===== config.mk =====
export PLATFORM = sky130hd
export DESIGN_NAME = hazard_ctrl
export DESIGN_NICKNAME = d
export VERILOG_FILES = /design/src/rtl/hazard_ctrl.sv
export SDC_FILE = /design/constraint.sdc
export NUM_CORES = 1
export LEC_CHECK = 0
export ABC_CLOCK_PERIOD_IN_PS = 2190
export CAP_MARGIN = 20
export CORE_MARGIN = 1
export CORE_UTILIZATION = 35
export CTS_BUF_LIST = sky130_fd_sc_hd__clkbuf_8
export DETAILED_ROUTE_END_ITERATION = 16
export PLACE_DENSITY_LB_ADDON = 0.08
export SKIP_LAST_GASP = 1
export SYNTH_ARGS = -nofsm -noshare
export SYNTH_HDL_FRONTEND = slang
export SYNTH_SLANG_ARGS = --single-unit

===== constraint.sdc =====
create_clock -name clk -period 2.19 [get_ports clk]
set_input_delay 0.438 -clock clk [delete_from_list [all_inputs] [get_ports clk]]
set_output_delay 0.438 -clock clk [all_outputs]
set_load 0.01 [all_outputs]

===== src/rtl/hazard_ctrl.sv =====
`default_nettype none
// ============================================================================
// Module : hazard_ctrl
// Brief  : Pipeline hazard unit: forwarding, stall/flush priority, divide FSM.
// Rev    : 1.0  initial release
// ============================================================================
module hazard_ctrl #(
    parameter int REG_AW     = 5,
    parameter int DIV_CYCLES = 32,
    parameter int CNT_W      = 32
) (
    input  logic              clk,
    input  logic              resetn,
    input  logic [REG_AW-1:0] rsD,
    input  logic [REG_AW-1:0] rtD,
    input  logic              branchD,
    input  logic [REG_AW-1:0] rsE,
    input  logic [REG_AW-1:0] rtE,
    input  logic [REG_AW-1:0] writeregE,
    input  logic              regwriteE,
    input  logic              memtoregE,
    input  logic              divE,
    input  logic [REG_AW-1:0] writeregM,
    input  logic              regwriteM,
    input  logic              memtoregM,
    input  logic [REG_AW-1:0] writeregW,
    input  logic              regwriteW,
    input  logic              dmem_stall,
    input  logic              exceptM,
    output logic              stallF,
    output logic              stallD,
    output logic              stallE,
    output logic              stallM,
    output logic              flushD,
    output logic              flushE,
    output logic              flushM,
    output logic              flushW,
    output logic              forwardaD,
    output logic              forwardbD,
    output logic [1:0]        forwardaE,
    output logic [1:0]        forwardbE,
    output logic              div_busy,
    output logic              div_done,
    output logic [CNT_W-1:0]  stall_cnt
);

    localparam logic [7:0] c_DIV_LOAD = 8'(DIV_CYCLES - 1);

    typedef enum logic [1:0] {
        IDLE = 2'd0,
        BUSY = 2'd1,
        DONE = 2'd2
    } state_t;

    state_t           r_state;
    state_t           w_state_nxt;
    logic [7:0]       r_cnt;
    logic [7:0]       w_cnt_nxt;
    logic [CNT_W-1:0] r_stall_cnt;

    logic w_div_start;
    logic w_lwstall;
    logic w_brstall;
    logic w_hit_e;
    logic w_hit_m;

    // ------------------------------------------------------------------
    // Forwarding: purely a function of register tags, never of stalls
    // ------------------------------------------------------------------
    always_comb begin
        forwardaE = 2'b00;
        forwardbE = 2'b00;
        if (rsE != '0 && rsE == writeregM && regwriteM)
            forwardaE = 2'b10;
        else if (rsE != '0 && rsE == writeregW && regwriteW)
            forwardaE = 2'b01;
        if (rtE != '0 && rtE == writeregM && regwriteM)
            forwardbE = 2'b10;
        else if (rtE != '0 && rtE == writeregW && regwriteW)
            forwardbE = 2'b01;
    end

    assign forwardaD = (rsD != '0) && (rsD == writeregM) && regwriteM;
    assign forwardbD = (rtD != '0) && (rtD == writeregM) && regwriteM;

    // ------------------------------------------------------------------
    // Hazard detection
    // ------------------------------------------------------------------
    assign w_lwstall = memtoregE && (rtE != '0) && ((rtE == rsD) || (rtE == rtD));
    assign w_hit_e   = regwriteE && (writeregE != '0) &&
                       ((writeregE == rsD) || (writeregE == rtD));
    assign w_hit_m   = memtoregM && (writeregM != '0) &&
                       ((writeregM == rsD) || (writeregM == rtD));
    assign w_brstall = branchD && (w_hit_e || w_hit_m);

    // ------------------------------------------------------------------
    // Divider occupancy FSM
    // ------------------------------------------------------------------
    assign w_div_start = (r_state == IDLE) && divE && !exceptM && !dmem_stall;

    always_ff @(posedge clk or negedge resetn) begin
        if (!resetn) begin
            r_state <= IDLE;
            r_cnt   <= 8'd0;
        end else begin
            r_state <= w_state_nxt;
            r_cnt   <= w_cnt_nxt;
        end
    end

    always_comb begin
        w_state_nxt = r_state;
        w_cnt_nxt   = r_cnt;
        if (exceptM) begin
            w_state_nxt = IDLE;
            w_cnt_nxt   = 8'd0;
        end else begin
            case (r_state)
                IDLE: begin
                    if (w_div_start) begin
                        w_state_nxt = BUSY;
                        w_cnt_nxt   = c_DIV_LOAD;
                    end
                end
                BUSY: begin
                    // Count reaching zero on this edge ends the busy phase
                    if (!dmem_stall) begin
                        w_cnt_nxt = r_cnt - 8'd1;
                        if (r_cnt <= 8'd1) begin
                            w_state_nxt = DONE;
                            w_cnt_nxt   = 8'd0;
                        end
                    end
                end
                DONE:    w_state_nxt = IDLE;
                default: begin
                    w_state_nxt = IDLE;
                    w_cnt_nxt   = 8'd0;
                end
            endcase
        end
    end

    // ------------------------------------------------------------------
    // Stall / flush priority; everything held low while in reset
    // ------------------------------------------------------------------
    always_comb begin
        stallF   = 1'b0;
        stallD   = 1'b0;
        stallE   = 1'b0;
        stallM   = 1'b0;
        flushD   = 1'b0;
        flushE   = 1'b0;
        flushM   = 1'b0;
        flushW   = 1'b0;
        div_busy = 1'b0;
        div_done = 1'b0;
        if (resetn) begin
            div_busy = (r_state == BUSY) || w_div_start;
            div_done = (r_state == DONE);
            if (exceptM) begin
                flushD = 1'b1;
                flushE = 1'b1;
                flushM = 1'b1;
            end else if (dmem_stall) begin
                stallF = 1'b1;
                stallD = 1'b1;
                stallE = 1'b1;
                stallM = 1'b1;
                flushW = 1'b1;
            end else if (div_busy) begin
                stallF = 1'b1;
                stallD = 1'b1;
                stallE = 1'b1;
                flushM = 1'b1;
            end else if (w_lwstall || w_brstall) begin
                stallF = 1'b1;
                stallD = 1'b1;
                flushE = 1'b1;
            end
        end
    end

    always_ff @(posedge clk or negedge resetn) begin
        if (!resetn)
            r_stall_cnt <= '0;
        else if (stallF && (r_stall_cnt != {CNT_W{1'b1}}))
            r_stall_cnt <= r_stall_cnt + 1'b1;
    end

    assign stall_cnt = r_stall_cnt;

endmodule
`default_nettype wire


# Yosys cells after proc, flatten, opt, wreduce, memory -nomap -nowiden
# Index checks and enable logic that the tools add are counted.
# Widths: inputs -> output; s select.
dict set report word_totals {
  regBits 42
  latchBits 0
  ramBits 0
  romBits 0
  word_cells 102
  n_memories 0
}
dict set report op_classes {
  add_sub_neg 2
  mul 0
  n_div 0
  order_cmp 1
  n_eq_ne 19
  shifts 0
  muxes 37
  n_bitwise 0
  reduce_logical 40
}
# cell count
set op_table {}
lappend op_table {{$eq 5x5->1} 12}
lappend op_table {{$add 32x1->32 const B} 1}
lappend op_table {{$mux 8} 4}
lappend op_table {{$ne 32x32->1 const B} 1}
lappend op_table {{$reduce_bool 5->1} 6}
lappend op_table {{$mux 1} 25}
lappend op_table {{$pmux 8 s3} 1}
lappend op_table {{$logic_and 1x1->1} 23}
lappend op_table {{$mux 2} 6}
lappend op_table {{$ne 3x3->1 const B} 3}
lappend op_table {{$le 8x1->1 const B} 1}
lappend op_table {{$sub 8x1->8 const B} 1}
lappend op_table {{$logic_or 1x1->1} 6}
lappend op_table {{$reduce_and 3->1} 2}
lappend op_table {{$pmux 2 s2} 1}
lappend op_table {{$eq 2x1->1 const B} 1}
lappend op_table {{$eq 2x2->1 const B} 1}
lappend op_table {{$logic_not 1->1} 2}
lappend op_table {{$logic_not 2->1} 1}
lappend op_table {{$ne 2x2->1 const B} 1}

# Longest topological paths before layout
# Gate-level depths: netlist (run 1).
dict set report logic_depth {
  word_depth 12
  mapped_depth 9
  ltp_nobuf 9
}

# Worst setup path after synthesis (run 1)
# No wires, ideal clock.
dict set report synth_path {
  path_type {input to output}
  startpoint {input port rtE[3]}
  endpoint {output port flushE}
  arrival_time_ns 1.879
  required_time_ns 1.752
  setup_slack_ns -0.127
  cell_stages 7
  path_buffers 1
  cell_sequence {clkbuf_1 -> xor2_1 -> nor3_1 -> nand3_1 -> a211oi_2 -> nor3_1 -> o41ai_1}
}
dict set report synth_between {
  elab_chain_cells 9
  elab_cells_between_ends 12
}
# element line
set synth_rtl {}
lappend synth_rtl {{start, declared} 18} ;# input logic [REG_AW-1:0] rtE,
lappend synth_rtl {{$eq 5x5->1 / $reduce_bool 5->1 (equally long branches)} 89} ;# assign w_lwstall = memtoregE && (rtE != '0) && ((rtE == rsD) || (rtE == rtD));
lappend synth_rtl {{$logic_or 1x1->1 / $logic_and 1x1->1 (equally long branches)} 89}
lappend synth_rtl {{$logic_and 1x1->1 *} 89}
lappend synth_rtl {{$logic_or 1x1->1 *} 176} ;# end else if (w_lwstall || w_brstall) begin
lappend synth_rtl {{$mux 1 *} 176}
lappend synth_rtl {{$mux 1 *} 171} ;# end else if (div_busy) begin
lappend synth_rtl {{$mux 1 *} 165} ;# end else if (dmem_stall) begin
lappend synth_rtl {{$mux 1 *} 161} ;# if (exceptM) begin
lappend synth_rtl {{$mux 1 *} 158} ;# if (resetn) begin
lappend synth_rtl {{end, declared} 35} ;# output logic flushE,
# Every way passes the cells marked *; elsewhere a longest branch is shown, timed or not.

# Final worst setup path (run 1)
dict set report layout_path {
  startpoint {input port writeregM[2]}
  endpoint {output port flushE}
}
dict set report layout_between {
  elab_chain_cells 11
  elab_cells_between_ends 14
}
# element line
set layout_rtl {}
lappend layout_rtl {{start, declared} 23} ;# input logic [REG_AW-1:0] writeregM,
lappend layout_rtl {{$eq 5x5->1 / $reduce_bool 5->1 (equally long branches)} {93, 92}}
lappend layout_rtl {{$logic_or 1x1->1 / $logic_and 1x1->1 (equally long branches)} {93, 92}}
lappend layout_rtl {{$logic_and 1x1->1 *} 92} ;# assign w_hit_m = memtoregM && (writeregM != '0) &&
lappend layout_rtl {{$logic_or 1x1->1 *} 94} ;# assign w_brstall = branchD && (w_hit_e || w_hit_m);
lappend layout_rtl {{$logic_and 1x1->1 *} 94}
lappend layout_rtl {{$logic_or 1x1->1 *} 176}
lappend layout_rtl {{$mux 1 *} 176}
lappend layout_rtl {{$mux 1 *} 171}
lappend layout_rtl {{$mux 1 *} 165}
lappend layout_rtl {{$mux 1 *} 161}
lappend layout_rtl {{$mux 1 *} 158}
# Marked as above.

==> results of run 1 <==
-- kinds of logic (layout without fill, tap and decap cells) --
family / after synthesis / after routing / share of synthesized area, %
xor+xnor: 84 / 84 / 24.1
buf+inv: 30 / 200 / 5.21
simple gates: 150 / 150 / 27.0
flops: 42 / 42 / 34.5
fa+ha+maj: 3 / 3 / 1.23
compound gates: 32 / 32 / 7.47
mux: 1 / 1 / 0.492
-- stage by stage --
| step | setup TNS, ps | setup slack [ps] | utilization, % | total power, mW |
|---|---|---|---|---|
| 2_1_floorplan | -315 | -122 | - | 1.24 |
| 3_3_place_gp | -30490 | -919 | 54.2 | 1.61 |
| 3_5_place_dp | -30450 | -965 | 54.2 | 1.62 |
| 4_1_cts | -936 | -282 | 56.9 | 2.16 |
| 6_report | -953 | -241 | 61.4 | 2.25 |
| 5_1_grt | -2310 | -323 | 61.4 | 2.39 |
-- layer usage --
metal / track usage (%) / vias to the layer above
met1: 26.8 / 1475
met5: 0 / -
met4: 5.18 / 0
met3: 4.23 / 11
li1: - / 1533
met2: 34.2 / 65
-- Yosys cell counts (all sizes together), types with 2 or more instances --
| cell | n |
|---|---|
| a22o | 2 |
| o22ai | 2 |
| clkbuf | 9 |
| nor3b | 3 |
| nor3 | 28 |
| nor4 | 10 |
| o21ai | 6 |
| xnor2 | 32 |
| a21oi | 8 |
| dfrtp | 42 |
| or4 | 6 |
| buf | 12 |
| and3 | 4 |
| ha | 3 |
| or2 | 2 |
| or3 | 3 |
| a31o | 2 |
| nand2 | 20 |
| nor4b | 3 |
| and4 | 2 |
| nand3 | 24 |
| o211ai | 2 |
| nand4 | 8 |
| xor2 | 52 |
| inv | 9 |
| a31oi | 4 |
| nor2 | 34 |
-- path summary, 6_finish.rpt --
kind / cells past startpoint / start / endpoint / slack (ps)
worst max-delay path: 8 / writeregM[2] / flushE / -240
worst min-delay path: 2 / resetn / r_state[1] / 90
worst max register to register: 9 / stall_cnt[9] / stall_cnt[12] / 90
worst min register to register: 1 / stall_cnt[28] / stall_cnt[28] / 490
max in group asynchronous: 2 / resetn / stall_cnt[1] / 1550
min in group clk: 1 / stall_cnt[28] / stall_cnt[28] / 490
-- where the power goes --
group          switching, mW  internal (mW)  total (mW)  leakage (nW)
Combinational          0.394          0.454       0.848          1.83
Clock                  0.288          0.221       0.509        0.0493
Sequential            0.0582          0.833       0.892         0.560
Total                  0.740           1.51        2.25          2.44
-- registers in the layout (all words and copies together), names as in the netlist --
register,count
r_state,2
r_cnt,8
stall_cnt,32
-- layout make-up --
class	count	area share (%)
clock inverter	3	0.342
timing repair buffer	183	30.6
clock buffer	5	1.34
multi-input combinational	270	43.9
inverter	9	0.660
tap	105	2.57
sequential	42	20.6
-- critical path: stages --
cell,delay (ps)
buf_8,110
or4_4,510
o211ai_1,240
a21oi_2,80
nor3_2,270
buf_4,160
o41ai_2,50
buf_2,140
-- repair_timing --
item	4_1_cts	5_1_grt
cloned	2	1
endpoints found under the setup margin	47	44
gates resized for setup	155	114
pin swaps	30	48
hold buffers	0	0
setup buffers	15	8
==> metrics, run 1 <==
number of synthesized flops with an enable pin 0; top routing layer in use met4; run status complete, but fails checks; number of placed instances, taps included 586; final worst setup slack -241 ps; # Max-Cap Violations 0; critical path type in -> out; Max-Slew Margin vs Limit 64.6%; mapped cell area 0.00305 sq mm; total area of sequential cells 0.00105 sq mm; final instance count without filler cells 617; worst clock skew 4.98 ps; final design instance area without fill 0.00512 sq mm; PwrDens 439 mW/mm^2; violated checks negative setup slack; Die X 95.3 microns; number of remaining DRC errors 0; gate count of the mapped netlist 342; area of the multi-input gates 0.00225 sq mm; fraction of post-synthesis cell area in the top cell type by area 34.5%; initial antenna violation count 0; post-synthesis net count 391; ranking of synthesized cells by area dfrtp_1 (34%), xor2_1 (15%), xnor2_1 (9.2%), nor3_1 (4.6%), nand3_1 (3.9%); effective utilization at floorplan 36.5%; fill cell instance count of the final layout 744; global-route wire length before repair 14.5 mm; GRT overflow 0; Core Box Area 0.00834 sq mm; layout cells sized above 1 40.2%; wire length the detailed router placed on met1 4.23 mm; pin count of the biggest net entering global routing 41; kind of launch point of the worst setup path input pin; CTS tree yes; RSZ-0062 raised after global routing true; row count 33; number of vias after detailed routing 3,084; Slew Limit Fails 0; detailed placement HPWL 6.64 mm; Min Hold Slack 85.5 ps; post-layout min period 2430 ps; number of I/O pins 94; GRT Util Overall 20.5%; maximum root-to-sink buffer count 2; CP Capture Type output port; number of clock sinks 42; signal arrival time at the worst endpoint 1990 ps; mean routed wirelength per cell 15.1 microns; met2 WL post-DR 4.57 mm; top library cells by usage in the layout, fill and taps aside buf_4 (80), xor2_1 (51), clkdlybuf4s50_1 (43), dfrtp_1 (41), xnor2_1 (27); final critical-path share of the clock period 111%; maximum level of the CTS H-tree 2; f_max 0.411 GHz; die boundary height 95.3 microns; total leakage power 2.44 nW; most common cell after layout, fill and taps aside buf_4; setup violation total in the final timing report 11; placed instance area 0.00452 sq mm; cell taking the most area after synthesis dfrtp_1; share of synthesized registers carrying an async set or reset 100%; latest clock arrival within the worst-skew pair 300 ps; final net count 560; DR WL met3 354 microns; count of synthesis-stage warnings from yosys 0; clock tree root buffer cell clkbuf_8; count of different cell masters after synthesis 47; Clk pin slew, worst setup/hold paths 80 ps; flip-flop cell with the highest count after synthesis dfrtp_1; Final Routed Wirelength 9.29 mm; Hold Crit Class in -> async; area grow syn2layout 67.9%; vias in the first global route 3,060; number of synthesized register bits 42; number of hold violations in the final report 0; last weighted congestion value of the routability-driven placer 0.915; Die Footprint 0.00909 sq mm; total iterations of the first detailed-routing run 4; antenna diode count 0; mean post-synth cell area 8.91 sq um; count of buffers inserted at the top-level ports 93; CTS Buf Count 5; critical path fanouts, max 4; Max IR drop VDD 0.000421 V; share of the yosys chip area belonging to registers 34.5%; post-detailed-route via-to-cell ratio 5.00; worst-margin pin slew 531 ps; number of DRC violations after detailed-routing iteration 0 38; number of routed nets with antenna violations 0; data required time of the worst path 1750 ps
Note: power is estimated with default switching activity, not from simulation.
==> inputs of run 2 (changes only) <==
TNS_END_PERCENT = 50   (was not set)
==> run 2 against run 1 <==
The flow still finishes with violations (negative setup slack). Register-to-register slack got worse by 110 ps. Sequential share of layout area rose by 0.67 points. Sequential power up 0.7%. Critical endpoint unchanged. Highest routed layer unchanged.
==> metrics, run 2 (synthesis gave the netlist of run 1 again) <==
global-route wire length before repair 14.5 mm; pin count of the biggest net entering global routing 41; final net count 555; number of I/O pins 94; detailed placement HPWL 6.79 mm; top library cells by usage in the layout, fill and taps aside buf_4 (72), xor2_1 (52), clkdlybuf4s50_1 (45), dfrtp_1 (42), xnor2_1 (31); number of routed nets with antenna violations 0; run status complete, but fails checks; violated checks negative setup slack; final instance count without filler cells 612; critical path fanouts, max 2; last weighted congestion value of the routability-driven placer 0.892; CTS tree yes; CP max-delay cell or4_1; Max IR drop VDD 0.000383 V; sum of internal, switching and leakage power 2.23 mW; switching component of the power 715 uW; vias in the first global route 3,123; cell breakdown of the critical path buf_6 -> or4_1 -> o211ai_1 -> a21oi_2 -> nor3_2 -> buf_4 -> o41ai_2 -> buf_2; Die X 95.3 microns; total iterations of the first detailed-routing run 4; critical path type in -> out; final design instance area without fill 0.00495 sq mm; Slew Limit Fails 0; antenna diode count 0; fraction of power consumed by the clock network 22.4%; effective utilization at floorplan 36.5%; fraction of power spent switching nets 32.1%; GRT Util Overall 20.5%; number of remaining DRC errors 0; worst clock skew 17.6 ps; final worst setup slack -216 ps; number of hold violations in the final report 0; clock tree root buffer cell clkbuf_8; number of clock sinks 42; GRT overflow 0; latest clock arrival within the worst-skew pair 300 ps; post-layout min period 2410 ps; CTS Buf Count 5; area grow syn2layout 62.4%; Hold Crit Class in -> async; combined buffer and inverter count along the critical path 3; Final Routed Wirelength 8.80 mm; number of flip-flops in the largest register 32; layout cells sized above 1 35.3%; maximum level of the CTS H-tree 2; sequential fraction of design power 40.2%; # Max-Cap Violations 0; Int Power 1.52 mW; kind of launch point of the worst setup path input pin; post-detailed-route via-to-cell ratio 4.87; Clk pin slew, worst setup/hold paths 80 ps; number of vias after detailed routing 2,978; combinational share of power 37.4%; CP Capture Type output port; signal arrival time at the worst endpoint 1970 ps; Max-Slew Margin vs Limit 64.6%; die boundary height 95.3 microns; number of placed instances, taps included 590; crit-path leading delay family simple AND/OR/NAND/NOR gates; mean routed wirelength per cell 14.4 microns; setup violation total in the final timing report 15; row count 33; Core Box Area 0.00834 sq mm; Final Core Density 59.3%; initial antenna violation count 0; final critical-path share of the clock period 110%; data required time of the worst path 1750 ps; f_max 0.416 GHz; highest cell delay on the worst timing path 520 ps; total leakage power 2.28 nW; RSZ-0062 raised after global routing true; maximum root-to-sink buffer count 2; worst-margin pin slew 530 ps; number of DRC violations after detailed-routing iteration 0 86; PwrDens 451 mW/mm^2; Die Footprint 0.00909 sq mm; placed instance area 0.00455 sq mm; count of buffers inserted at the top-level ports 93; Min Hold Slack 85.7 ps; most common cell after layout, fill and taps aside buf_4
-- run 2: cell types whose count changed in the layout (fill, tap and decap cells not counted), sizes merged --
| cell | change |
|---|---|
| dlymetal6s2s | -2 |
| dlygate4sd2 | +5 |
| buf | +1 |
| clkdlybuf4s50 | +2 |
| clkbuf | -11 |
-- run 2: power groups by stage --
| stage | Sequential, mW | Combinational, mW | Clock (mW) |
|---|---|---|---|
| after floorplan | 0.922 | 0.315 | 0 |
| after global placement | 0.891 | 0.747 | 0 |
| after detailed placement | 0.895 | 0.755 | 0 |
| after CTS | 0.881 | 0.802 | 0.521 |
| after global routing | 0.907 | 0.913 | 0.548 |
| final | 0.898 | 0.835 | 0.499 |
-- run 2: layer usage --
layer  global-route usage [%]  vias to the layer above  wire, microns
met2                     35.2                       59           4370
met4                     5.18                        0             87
met5                        0                        -              0
met1                     26.6                     1402           4050
li1                         -                     1509              -
met3                     3.27                        8            294
-- run 2: final cells by class --
class                   count  area [sq um]
clock buffers               5          68.8
clock inverters             3          17.5
multi-input cells         270          2090
flip-flops and latches     42          1050
repair buffers            178          1560
fillers                   774          3390
inverters                   9          33.8
well taps                 105           131
-- run 2: stage by stage --
step           setup TNS [ps]  setup WS [ps]
2_1_floorplan            -304           -122
3_5_place_dp           -29540          -1020
3_3_place_gp           -28770           -933
6_report                 -950           -216
4_1_cts                  -878           -229
5_1_grt                 -3530           -304
-- run 2: worst paths after layout --
check,from,end,slack [ps],cells past startpoint
worst max-delay path,writeregM[1],flushE,-220,8
max in group asynchronous,resetn,r_state[0],1540,2
min in group clk,stall_cnt[9],stall_cnt[9],490,1
worst min register to register,stall_cnt[9],stall_cnt[9],490,1
worst max register to register,stall_cnt[1],stall_cnt[1],-20,8
worst min-delay path,resetn,r_cnt[3],90,2
-- run 2: what timing repair did --
item / 4_1_cts / 5_1_grt
setup buffers: 15 / 3
gates cloned: 1 / 0
hold buffers: 0 / 0
pin swaps: 32 / 29
gates resized for setup: 188 / 47
setup endpoints to repair: 47 / 45
==> inputs of run 3 (changes only) <==
MAX_ROUTING_LAYER = met4   (was not set)
==> run 3 against run 2 <==
Largest power group unchanged. Non-clock buffer count up 6. Die area unchanged. Register-to-register slack better by 60 ps. The run still ends with negative setup slack left. Utilization up 2.1 points. Sequential power down 2%. Power up 1.3%.
==> metrics, run 3 (synthesis gave the netlist of run 1 again) <==
antenna diode count 0; final critical-path share of the clock period 110%; number of hold violations in the final report 0; vias in the first global route 2,973; detailed placement HPWL 6.57 mm; number of I/O pins 94; sum of internal, switching and leakage power 2.26 mW; f_max 0.414 GHz; GRT Util Overall 21.0%; CP Capture Type output port; capture instance of the worst register-to-register path stall_cnt[1]; mean routed wirelength per cell 14.9 microns; Final Routed Wirelength 9.20 mm; number of cells on the worst reg-to-reg path 8; RSZ-0062 raised after global routing true; Core Box Area 0.00834 sq mm; Hold Crit Class in -> async; last weighted congestion value of the routability-driven placer 0.869; final worst setup slack -227 ps; CTS tree yes; count of buffers inserted at the top-level ports 93; clock tree root buffer cell clkbuf_8; row count 33; Max-Slew Margin vs Limit 64.6%; Die X 95.3 microns; run status complete, but fails checks; layout cells sized above 1 37.4%; number of vias after detailed routing 3,082; violated checks negative setup slack; number of DRC violations after detailed-routing iteration 0 86; kind of launch point of the worst setup path input pin; maximum root-to-sink buffer count 2; worst clock skew 6.84 ps; critical path type in -> out; initial antenna violation count 0; # Max-Cap Violations 0; Clk pin slew, worst setup/hold paths 80 ps; most common cell after layout, fill and taps aside buf_4; top library cells by usage in the layout, fill and taps aside buf_4 (79), xor2_1 (51), clkdlybuf4s50_1 (46), dfrtp_1 (42), xnor2_1 (29); global-route wire length before repair 14.4 mm; latest clock arrival within the worst-skew pair 300 ps; Die Footprint 0.00909 sq mm; total iterations of the first detailed-routing run 4; internal reg-to-reg setup slack 40 ps; area grow syn2layout 68.2%; number of clock sinks 42; GRT overflow 0; total leakage power 2.43 nW; CTS Buf Count 5; setup violation total in the final timing report 11; maximum level of the CTS H-tree 2; Slew Limit Fails 0; effective utilization at floorplan 36.5%; post-layout min period 2420 ps; worst-margin pin slew 530 ps; signal arrival time at the worst endpoint 1980 ps; pin count of the biggest net entering global routing 41; number of flip-flops in the largest register 32; startpoint of the most critical register-to-register path stall_cnt[0]; die boundary height 95.3 microns; final net count 561; number of remaining DRC errors 0; post-detailed-route via-to-cell ratio 4.99; data required time of the worst path 1750 ps; Min Hold Slack 126 ps; number of routed nets with antenna violations 0; critical path fanouts, max 4; PwrDens 441 mW/mm^2; Max IR drop VDD 0.000431 V
## run 3: cell count changes in the layout (fill, tap and decap cells not counted), moves of 3 or more
cell     before  now
nor3_4        3    7
nand3_2       0    3
buf_4        72   79
buf_6        20   15
## run 3: timing repair
| item | 4_1_cts | 5_1_grt |
|---|---|---|
| buffers inserted | 18 | 8 |
| setup endpoints to repair | 47 | 45 |
| pin swaps | 30 | 36 |
| resized for setup | 189 | 59 |
| hold buffers | 0 | 0 |
| gates cloned | 1 | 0 |
| hold endpoints to repair | 0 | 0 |
## run 3: critical path: stages
cell and delay [ps]:
buf_8 100, buf_6 120, buf_4 120, buf_4 120
xnor2_1 160, nand4_1 200, nor4_4 370, dlygate4sd2_1 340
## run 3: worst max-delay path by stage
stage          slack, ps  cells past startpoint      endpoint  startpoint
2_1_floorplan       -120                      7        flushE      rtE[3]
3_3_place_gp        -960                      8        flushE      rtD[0]
3_5_place_dp        -990                      8        flushE      rtE[2]
4_1_cts             -250                      9        flushE      rtE[2]
5_1_grt             -280                      8  forwardbE[1]      rtE[3]
6_report            -230                      8  forwardbE[1]      rtE[3]
## run 3: cell type report
type | instances | area, sq um
fill | 713 | 3210
multi-input combinational | 270 | 2180
timing repair buffer | 184 | 1640
sequential | 42 | 1050
tap | 105 | 131
clock buffer | 5 | 68.8
inverter | 9 | 33.8
clock inverter | 3 | 17.5
## run 3: metal layers
metal,routed length [microns],vias up,GRT usage (%)
met5,0,-,-
met4,78,0,4.17
met3,337,9,2.95
met2,4600,78,33.8
met1,4180,1469,28.1
li1,-,1526,-
## run 3: power by group
part / switching, mW / internal (mW)
Combinational: 0.394 / 0.471
Sequential: 0.0500 / 0.834
Clock: 0.289 / 0.221
## run 3: stage by stage
stage | utilization (%) | std cells | area, sq um | TNS (ps) | setup slack (ps)
6_report | 61.5 | 618 | 5130 | -911 | -227
5_1_grt | 61.5 | 618 | 5130 | -3340 | -280
4_1_cts | 58.2 | 613 | 4850 | -693 | -254
3_5_place_dp | 54.7 | 592 | 4560 | -29300 | -986
3_3_place_gp | 54.7 | 592 | 4560 | -28200 | -957
2_1_floorplan | - | 342 | 3090 | -304 | -122
